**src/rtl/stream_pkg.sv**
```systemverilog
// Shared stream-datapath definitions: default data width, arbiter state
// encoding and a constant-foldable clog2 helper.
package stream_pkg;

  localparam int DATA_W = 32;

  typedef enum logic {
    ST_IDLE  = 1'b0,
    ST_GRANT = 1'b1
  } arb_state_e;

  // Ceiling log2 usable in parameter expressions; clog2(1) == 0.
  function automatic int clog2(input int value);
    int r;
    r = 0;
    for (int i = 0; i < 31; i++) begin
      if ((1 << i) < value) r = i + 1;
    end
    return r;
  endfunction

endpackage

```
**src/rtl/rr_pick.sv**
```systemverilog
// Combinational round-robin picker: first requester after i_last_grant,
// scanning upward modulo N_SRC.
module rr_pick #(
  parameter int N_SRC = 4,
  parameter int ID_W  = 2
) (
  input  logic [N_SRC-1:0] i_req,
  input  logic [ID_W-1:0]  i_last_grant,
  output logic             o_found,
  output logic [ID_W-1:0]  o_grant_id
);

  logic [ID_W-1:0] w_idx;

  // Scan from the farthest candidate back to the nearest so the nearest
  // requester is the last write and therefore wins.
  always_comb begin
    o_found    = 1'b0;
    o_grant_id = '0;
    w_idx      = '0;
    for (int k = N_SRC; k >= 1; k--) begin
      w_idx = ID_W'((int'(i_last_grant) + k) % N_SRC);
      if (i_req[w_idx]) begin
        o_found    = 1'b1;
        o_grant_id = w_idx;
      end
    end
  end

endmodule

```
**src/rtl/vr_rr_arbiter.sv**
```systemverilog
// Round-robin valid/ready arbiter with bounded bursts feeding one registered
// full-throughput output stage.
module vr_rr_arbiter #(
  parameter int N_SRC     = 4,
  parameter int DATA_W    = stream_pkg::DATA_W,
  parameter int MAX_BURST = 4,
  parameter int ID_W      = 2
) (
  input  logic                    clk,
  input  logic                    rst,
  input  logic [N_SRC-1:0]        s_valid,
  input  logic [N_SRC*DATA_W-1:0] s_data,
  output logic [N_SRC-1:0]        s_ready,
  output logic                    m_valid,
  output logic [DATA_W-1:0]       m_data,
  output logic [ID_W-1:0]         m_src_id,
  input  logic                    m_ready,
  output logic                    busy
);

  import stream_pkg::*;

  localparam int CNT_W = clog2(MAX_BURST + 1);

  arb_state_e        r_state;
  arb_state_e        w_state_nxt;
  logic [ID_W-1:0]   r_grant_id;
  logic [ID_W-1:0]   w_grant_id_nxt;
  logic [ID_W-1:0]   r_last_grant;
  logic [ID_W-1:0]   w_last_grant_nxt;
  logic [ID_W-1:0]   w_pick_id;
  logic              w_pick_found;
  logic [CNT_W-1:0]  r_burst_cnt;
  logic [CNT_W-1:0]  w_burst_cnt_nxt;
  logic [CNT_W-1:0]  w_burst_cnt_inc;
  logic              w_load_en;
  logic              w_beat;
  logic [N_SRC-1:0]  w_s_ready;
  logic [DATA_W-1:0] w_src_data [N_SRC];

  logic              r_m_valid;
  logic [DATA_W-1:0] r_m_data;
  logic [ID_W-1:0]   r_m_src_id;

  always_comb begin
    for (int i = 0; i < N_SRC; i++) begin
      w_src_data[i] = s_data[i*DATA_W +: DATA_W];
    end
  end

  rr_pick #(
    .N_SRC (N_SRC),
    .ID_W  (ID_W)
  ) u_pick (
    .i_req        (s_valid),
    .i_last_grant (r_last_grant),
    .o_found      (w_pick_found),
    .o_grant_id   (w_pick_id)
  );

  // Handshake: a beat moves on a rising edge where valid and ready are both
  // high. s_ready depends only on registered state and m_ready, never on
  // s_valid, so sources may wait for ready before raising valid.
  assign w_load_en = !r_m_valid || m_ready;

  always_comb begin
    w_s_ready = '0;
    if (r_state == ST_GRANT && w_load_en) w_s_ready[r_grant_id] = 1'b1;
  end

  assign w_beat          = |(w_s_ready & s_valid);
  assign w_burst_cnt_inc = r_burst_cnt + CNT_W'(1);

  always_comb begin
    w_state_nxt      = r_state;
    w_grant_id_nxt   = r_grant_id;
    w_last_grant_nxt = r_last_grant;
    w_burst_cnt_nxt  = r_burst_cnt;
    case (r_state)
      ST_IDLE: begin
        if (w_pick_found) begin
          w_state_nxt     = ST_GRANT;
          w_grant_id_nxt  = w_pick_id;
          w_burst_cnt_nxt = '0;
        end
      end
      ST_GRANT: begin
        // A dropped valid ends the grant even when the output is stalled.
        if (!s_valid[r_grant_id]) begin
          w_state_nxt      = ST_IDLE;
          w_last_grant_nxt = r_grant_id;
        end else if (w_beat) begin
          w_burst_cnt_nxt = w_burst_cnt_inc;
          if (w_burst_cnt_inc == CNT_W'(MAX_BURST)) begin
            w_state_nxt      = ST_IDLE;
            w_last_grant_nxt = r_grant_id;
          end
        end
      end
      default: w_state_nxt = ST_IDLE;
    endcase
  end

  always_ff @(posedge clk) begin
    if (rst) begin
      r_state      <= ST_IDLE;
      r_grant_id   <= '0;
      r_last_grant <= ID_W'(N_SRC - 1);
      r_burst_cnt  <= '0;
    end else begin
      r_state      <= w_state_nxt;
      r_grant_id   <= w_grant_id_nxt;
      r_last_grant <= w_last_grant_nxt;
      r_burst_cnt  <= w_burst_cnt_nxt;
    end
  end

  always_ff @(posedge clk) begin
    if (rst) begin
      r_m_valid  <= 1'b0;
      r_m_data   <= '0;
      r_m_src_id <= '0;
    end else if (w_beat) begin
      r_m_valid  <= 1'b1;
      r_m_data   <= w_src_data[r_grant_id];
      r_m_src_id <= r_grant_id;
    end else if (m_ready) begin
      r_m_valid  <= 1'b0;
    end
  end

  assign s_ready  = w_s_ready;
  assign m_valid  = r_m_valid;
  assign m_data   = r_m_data;
  assign m_src_id = r_m_src_id;
  assign busy     = (r_state == ST_GRANT);

endmodule

```
**config.mk**
```make
export PLATFORM = sky130hd
export DESIGN_NAME = vr_rr_arbiter
export DESIGN_NICKNAME = d
export VERILOG_FILES = /design/src/rtl/stream_pkg.sv /design/src/rtl/rr_pick.sv /design/src/rtl/vr_rr_arbiter.sv
export SDC_FILE = /design/constraint.sdc
export NUM_CORES = 1
export LEC_CHECK = 0
export CORE_MARGIN = 2
export CORE_UTILIZATION = 38
export DETAILED_ROUTE_END_ITERATION = 12
export PLACE_DENSITY = 0.86
export SLEW_MARGIN = 40
export SYNTH_ARGS = -nofsm -noshare
export SYNTH_HDL_FRONTEND = slang
export SYNTH_HIERARCHICAL = 1
export SYNTH_SLANG_ARGS = --single-unit
```
**constraint.sdc**
```tcl
create_clock -name clk -period 3.6 [get_ports clk]
set_clock_uncertainty 0.1 [all_clocks]
set_input_delay 0.72 -clock clk [delete_from_list [all_inputs] [get_ports clk]]
set_output_delay 0.72 -clock clk [all_outputs]
set_load 0.01 [all_outputs]
```
# [Word-level counts from Yosys, hierarchy flattened]
# Cells that the tools add are included.
[op_classes] n_addsub=5 n_mul=0 n_div=0 n_lt_le_gt_ge=7 n_eq_ne=6 shift=0 muxes=38 n_bitwise=3 reduce_logical=9
[ops] op="binary-select mux 32 bit (select 2 bit)" count=1
[ops] op="two-way mux 32 bit" count=2
[ops] op="two-way mux 1 bit" count=16
[ops] op="less-than comparator 2 x 3 -> 1 bit, second input constant" count=5
[ops] op="two-way mux 2 bit" count=7
[ops] op="binary-select mux 1 bit (select 2 bit)" count=5
[ops] op="two-way mux 3 bit" count=3
[ops] op="inequality test 2 x 1 -> 1 bit, second input constant" count=4
[ops] op="case mux 3 bit (2 select lines)" count=1
[ops] op="AND reduction 3 bit" count=2
[ops] op="adder 2 x 1 -> 2 bit, second input constant" count=2
[ops] op="adder 2 bit, second input constant" count=2
[ops] op="AND 4 bit" count=1
[ops] op="two-way mux 4 bit" count=1
[ops] op="OR reduction 4 bit" count=1
[ops] op="adder 3 x 1 -> 3 bit, second input constant" count=1
[ops] op="equality test 3 bit, second input constant" count=1
[ops] op=">= comparator 3 bit, second input constant" count=1
[ops] op="NOT 2 -> 3 bit" count=1
[ops] op="demux 1 bit (select 2 bit)" count=1
[ops] op=">= comparator 2 x 1 -> 1 bit, second input constant" count=1
[ops] op="logical AND 1 bit" count=2
[ops] op="inequality test 2 bit, second input constant" count=1
[ops] op="case mux 1 bit (2 select lines)" count=1
[ops] op="5 further kinds" count=5
[totals] register_bits=43 latch_bits=0 ramBits=0 mem_bits_ro=0 input_bits=135 output_inout_bits=40 wordCells=75 mem_count=0

# [Logic depth before layout (Yosys ltp)]
[logic_depth] ltp_word=10 depth_mapped=7 ltp_nobuf=5

# [Cells and area by module]
# Netlist, hierarchy kept.
[by_module_without_submodules] mod="vr_rr_arbiter" n_inst=1 cells_per_inst=241 area_per_inst_um2=2413.6 seq_area_each_um2=860.8
[by_module_without_submodules] mod="rr_pick" n_inst=1 cells_per_inst=14 area_per_inst_um2=91.3 seq_area_each_um2=0.0

# [Worst setup path before layout]
# OpenSTA, ideal clock, no wires.
[synth_timing] path_type="input to register" startpoint="input port s_valid[3]" endpoint="register r_burst_cnt[0]" t_arrival_ns=2.078 required_ns=3.413 setup_slack_ns=1.335 stages=5 path_cell_list="mux4_2 > and3_1 > buf_6 > or4b_1 > o31ai_1"
[synth_via] elab_chain_cells=8
[synth_rtl] element="start, declared" line_no="vr_rr_arbiter.sv:11" rtl="input logic [N_SRC-1:0] s_valid,"
[synth_rtl] element="binary-select mux 1 bit (select 2 bit)" line_no="rr_pick.sv:23" rtl="if (i_req[w_idx]) begin"
[synth_rtl] element="two-way mux 1 bit (not written as such)" line_no="rr_pick.sv:23"
[synth_rtl] element="two-way mux 1 bit (4 in a row)" line_no="rr_pick.sv:23"
[synth_rtl] element="inequality test 2 x 1 -> 1 bit (no source line)"
[synth_rtl] element="AND reduction 3 bit (no source line) *"
[synth_rtl] element="end signal, assigned" line_no="vr_rr_arbiter.sv:114" rtl="r_burst_cnt <= w_burst_cnt_nxt;"
[synth_rtl] element="end, declared" line_no="vr_rr_arbiter.sv:33" rtl="logic [CNT_W-1:0] r_burst_cnt;"
# Every way passes the cells marked *; elsewhere a longest branch is shown, timed or not. The select of a mux whose other input is x is not followed.
# A chain may end at the register's enable or synchronous reset.

# [Worst setup path in the final report]
[layout_timing] startpoint="input port m_ready" endpoint="output port s_ready[1]"
[layout_via] elab_chain_cells=3
[layout_rtl] element="start, declared" line_no="vr_rr_arbiter.sv:17" rtl="input logic m_ready,"
[layout_rtl] element="logical OR 1 bit" line_no="vr_rr_arbiter.sv:64" rtl="assign w_load_en = !r_m_valid || m_ready;"
[layout_rtl] element="logical AND 1 bit" line_no="vr_rr_arbiter.sv:68" rtl="if (r_state == ST_GRANT && w_load_en) w_s_ready[r_grant_id] = 1'b1;"
[layout_rtl] element="two-way mux 4 bit" line_no="vr_rr_arbiter.sv:68"
[layout_rtl] element="end, declared" line_no="vr_rr_arbiter.sv:13" rtl="output logic [N_SRC-1:0] s_ready,"
# Every way passes these cells.

==> results_dict.tcl <==
set metrics [dict create \
    outcome "finished, final reports clean" \
    synth-main-ff-cell "dfxtp_1" \
    antenna_left 0 \
    portBuffers 174 \
    cts_root_buffer "clkbuf_8" \
    numCtsBuffers 5 \
    leakage_nw 1.55 \
    ys_ff_latch 43 \
    avgSynthCellArea_um2 9.82 \
    die-area_um2 7260 \
    rrSetupSlack_ns 1.17 \
    nNetsFinal 556 \
    grt_antenna_before_repair 0 \
    ff_latch_area_um2 863 \
    grt_pass1_vias 2765 \
    setup_viol 0 \
    async_reset_ff_share_pct 0 \
    reg2reg_depth 4 \
    min_period_over_period_pct 89.5 \
    num_vias 2658 \
    clock-sinks 43 \
    synth.top_cells.by_area "dfxtp_1, mux4_2, nand2_1" \
    cts_tree "done" \
    cp.required_ns 2.78 \
    postCtsHoldBufs 0 \
    clock_latency_ns 0.29 \
    crit_end "s_ready[1]" \
    antenna_cells 0 \
    first_iter_violations 79 \
    slew_violations 0 \
    cts_resized 0 \
    start_util_pct 39.4 \
    timing.fmax_mhz 311 \
    setup_tns_ns 0 \
    multi_input_area_um2 1540 \
    hpwlAfterDp_um 6530 \
    area_growth_pct 75.1 \
    startpoint "m_ready" \
    drc 0 \
    crit_path_end_kind "output pin" \
    die_height_um 85.2 \
    synth_top_area_share_pct 34.4 \
    hold_class "register to register" \
    design_area_um2 4390 \
    drv_cap 0 \
    synth_commonest_cells "nand2_1, dfxtp_1, a21oi_1, mux4_2, clkbuf_1" \
    die_w_um 85.2 \
    h-tree-depth 2 \
    first_pass_iters 4 \
    yosys.area.top_type "dfxtp_1" \
    path_class "input port to output pin" \
    synth_area_um2 2500 \
    yosysMostFrequentCell "nand2_1" \
    ys_types 31 \
    rows 29 \
    grt_max_degree 47 \
    place_congestion 0.835 \
    viasPerCell 5.35 \
    synthCells 255 \
    n_fill_cell 499 \
    finalPower_mw 1.36 \
    grt_overflow 0 \
    ys_seq_area_share_pct 34.4 \
    worstMarginPinSlew_ns 0.682 \
    grt_usage_pct 22.9 \
    worstReg2RegEnd "r_burst_cnt[0]" \
    synth_edf_count 0 \
    grt_setup_unrepaired "false" \
    p_per_area_nw_per_um2 310 \
    critPathMaxFanout 7 \
    relSlewSlack_pct 54.5 \
    syn_nets 392 \
    fp.coreArea_um2 6350 \
    ys_warn_count 6 \
    ir_worst_vdd_mv 0.203 \
    wirelength_um 8270 \
    pin_count 175 \
    cts_setup_buffers 0 \
    placed_cell_area_um2 4280 \
    wl_per_cell_um 16.6 \
    start_kind "input port" \
    layout-drive-gt1-share_pct 12.4 \
    grt_pass1_wl_um 13200 \
    cts.reportedPaths.clkPinSlew_ns 0.08 \
    rr_startpoint "r_grant_id[0]" \
    arrival_ns 2.40 \
    finalHoldViolCount 0 \
    min_period_ns 3.22 \
    clock_path_buffers 2 \
]
how the worst min path moves through the flow:
stage                   startpoint  cells past startpoint  slack [ns]             end
floorplan           r_burst_cnt[0]                      1        0.37  r_burst_cnt[0]
global placement        m_data[18]                      2        0.34      m_data[18]
detailed placement       m_data[2]                      2        0.35       m_data[2]
CTS                      m_data[2]                      2        0.36       m_data[2]
global route            m_data[23]                      2        0.38      m_data[23]
finish                  m_data[22]                      2        0.36      m_data[22]
cell type report:
class / count / share of cell area, %
clock buffers: 8 / 2.28
inverters: 2 / 0.171
flip-flops and latches: 43 / 19.7
well taps: 77 / 2.20
repair buffers: 179 / 40.5
multi-input cells: 188 / 35.2
through the flow:
stage | std cells | worst slack, ns | hold slack (ns) | util, %
floorplan | 255 | 1.33 | 0.372 | -
global placement | 489 | 0.454 | 0.340 | 67.5
detailed placement | 489 | 0.380 | 0.347 | 67.5
CTS | 497 | 0.375 | 0.359 | 69.0
global route | 497 | 0.305 | 0.380 | 69.1
finish | 497 | 0.380 | 0.356 | 69.1
where the power goes:
group	internal, mW	switching (mW)	leakage, nW
Clock	0.175	0.160	0.0515
Combinational	0.307	0.163	1.14
Sequential	0.513	0.0434	0.351
flip-flops by register name, summed over array words and instances, names as in the netlist:
signal / flops
r_grant_id: 2
m_data: 32
m_src_id: 2
m_valid: 1
busy: 1
r_last_grant: 2
r_burst_cnt: 3
per-layer routing:
layer | wire, um | global-route usage (%) | vias up
li1 | - | - | 1255
met1 | 2990 | 25.3 | 1261
met2 | 4530 | 43.5 | 128
met3 | 582 | 4.67 | 14
met4 | 157 | 6.78 | 0
met5 | 0 | 0 | -
cell usage in the layout (no fill, tap or decap):
| cell | netlist | final |
|---|---|---|
| clkdlybuf4s50_1 | 0 | 173 |
| nand2_1 | 67 | 67 |
| dfxtp_1 | 43 | 41 |
| a21oi_1 | 39 | 39 |
| mux4_2 | 33 | 33 |
| nor2_1 | 10 | 10 |
| clkbuf_8 | 0 | 7 |
| mux2i_1 | 6 | 6 |
| buf_4 | 0 | 6 |
| nand2b_1 | 4 | 4 |
| nand3b_1 | 4 | 4 |
| nor3_1 | 2 | 2 |
| and4_1 | 2 | 2 |
| and3_1 | 2 | 2 |
| inv_1 | 2 | 2 |
| a31oi_1 | 2 | 2 |
| mux2_2 | 2 | 2 |
| o21ai_0 | 2 | 2 |
| ha_1 | 2 | 2 |
| dfxtp_2 | 0 | 2 |
| nor3b_1 | 1 | 1 |
| and2_1 | 1 | 1 |
| nand3_1 | 1 | 1 |
| nor2b_1 | 1 | 1 |
| xor2_1 | 1 | 1 |
| a211oi_1 | 1 | 1 |
| or4b_1 | 1 | 1 |
| o31ai_1 | 1 | 1 |
| clkbuf_1 | 16 | 1 |
| and2b_1 | 1 | 1 |
| a21oi_2 | 1 | 1 |
| o221ai_2 | 1 | 1 |
cell families (layout without fill, tap and decap cells):
group / count (synthesis) / count (layout) / share of synthesized area [%]
AOI/OAI and AO/OA: 47 / 47 / 10.2
xor gates and xnor gates: 1 / 1 / 0.350
adders and majority gates: 2 / 2 / 0.999
buffers and inverters: 24 / 189 / 4.05
DFF: 43 / 43 / 34.4
muxes: 41 / 41 / 33.0
and+or+nand+nor: 97 / 97 / 17.0
critical path, cell delays in order:
cell	delay [ns]
clkdlybuf4s50_1	0.45
nand2b_1	0.23
nand2_1	0.15
nor2_1	0.16
and2_1	0.14
clkdlybuf4s50_1	0.53
Note: power is estimated with default switching activity, not from simulation.
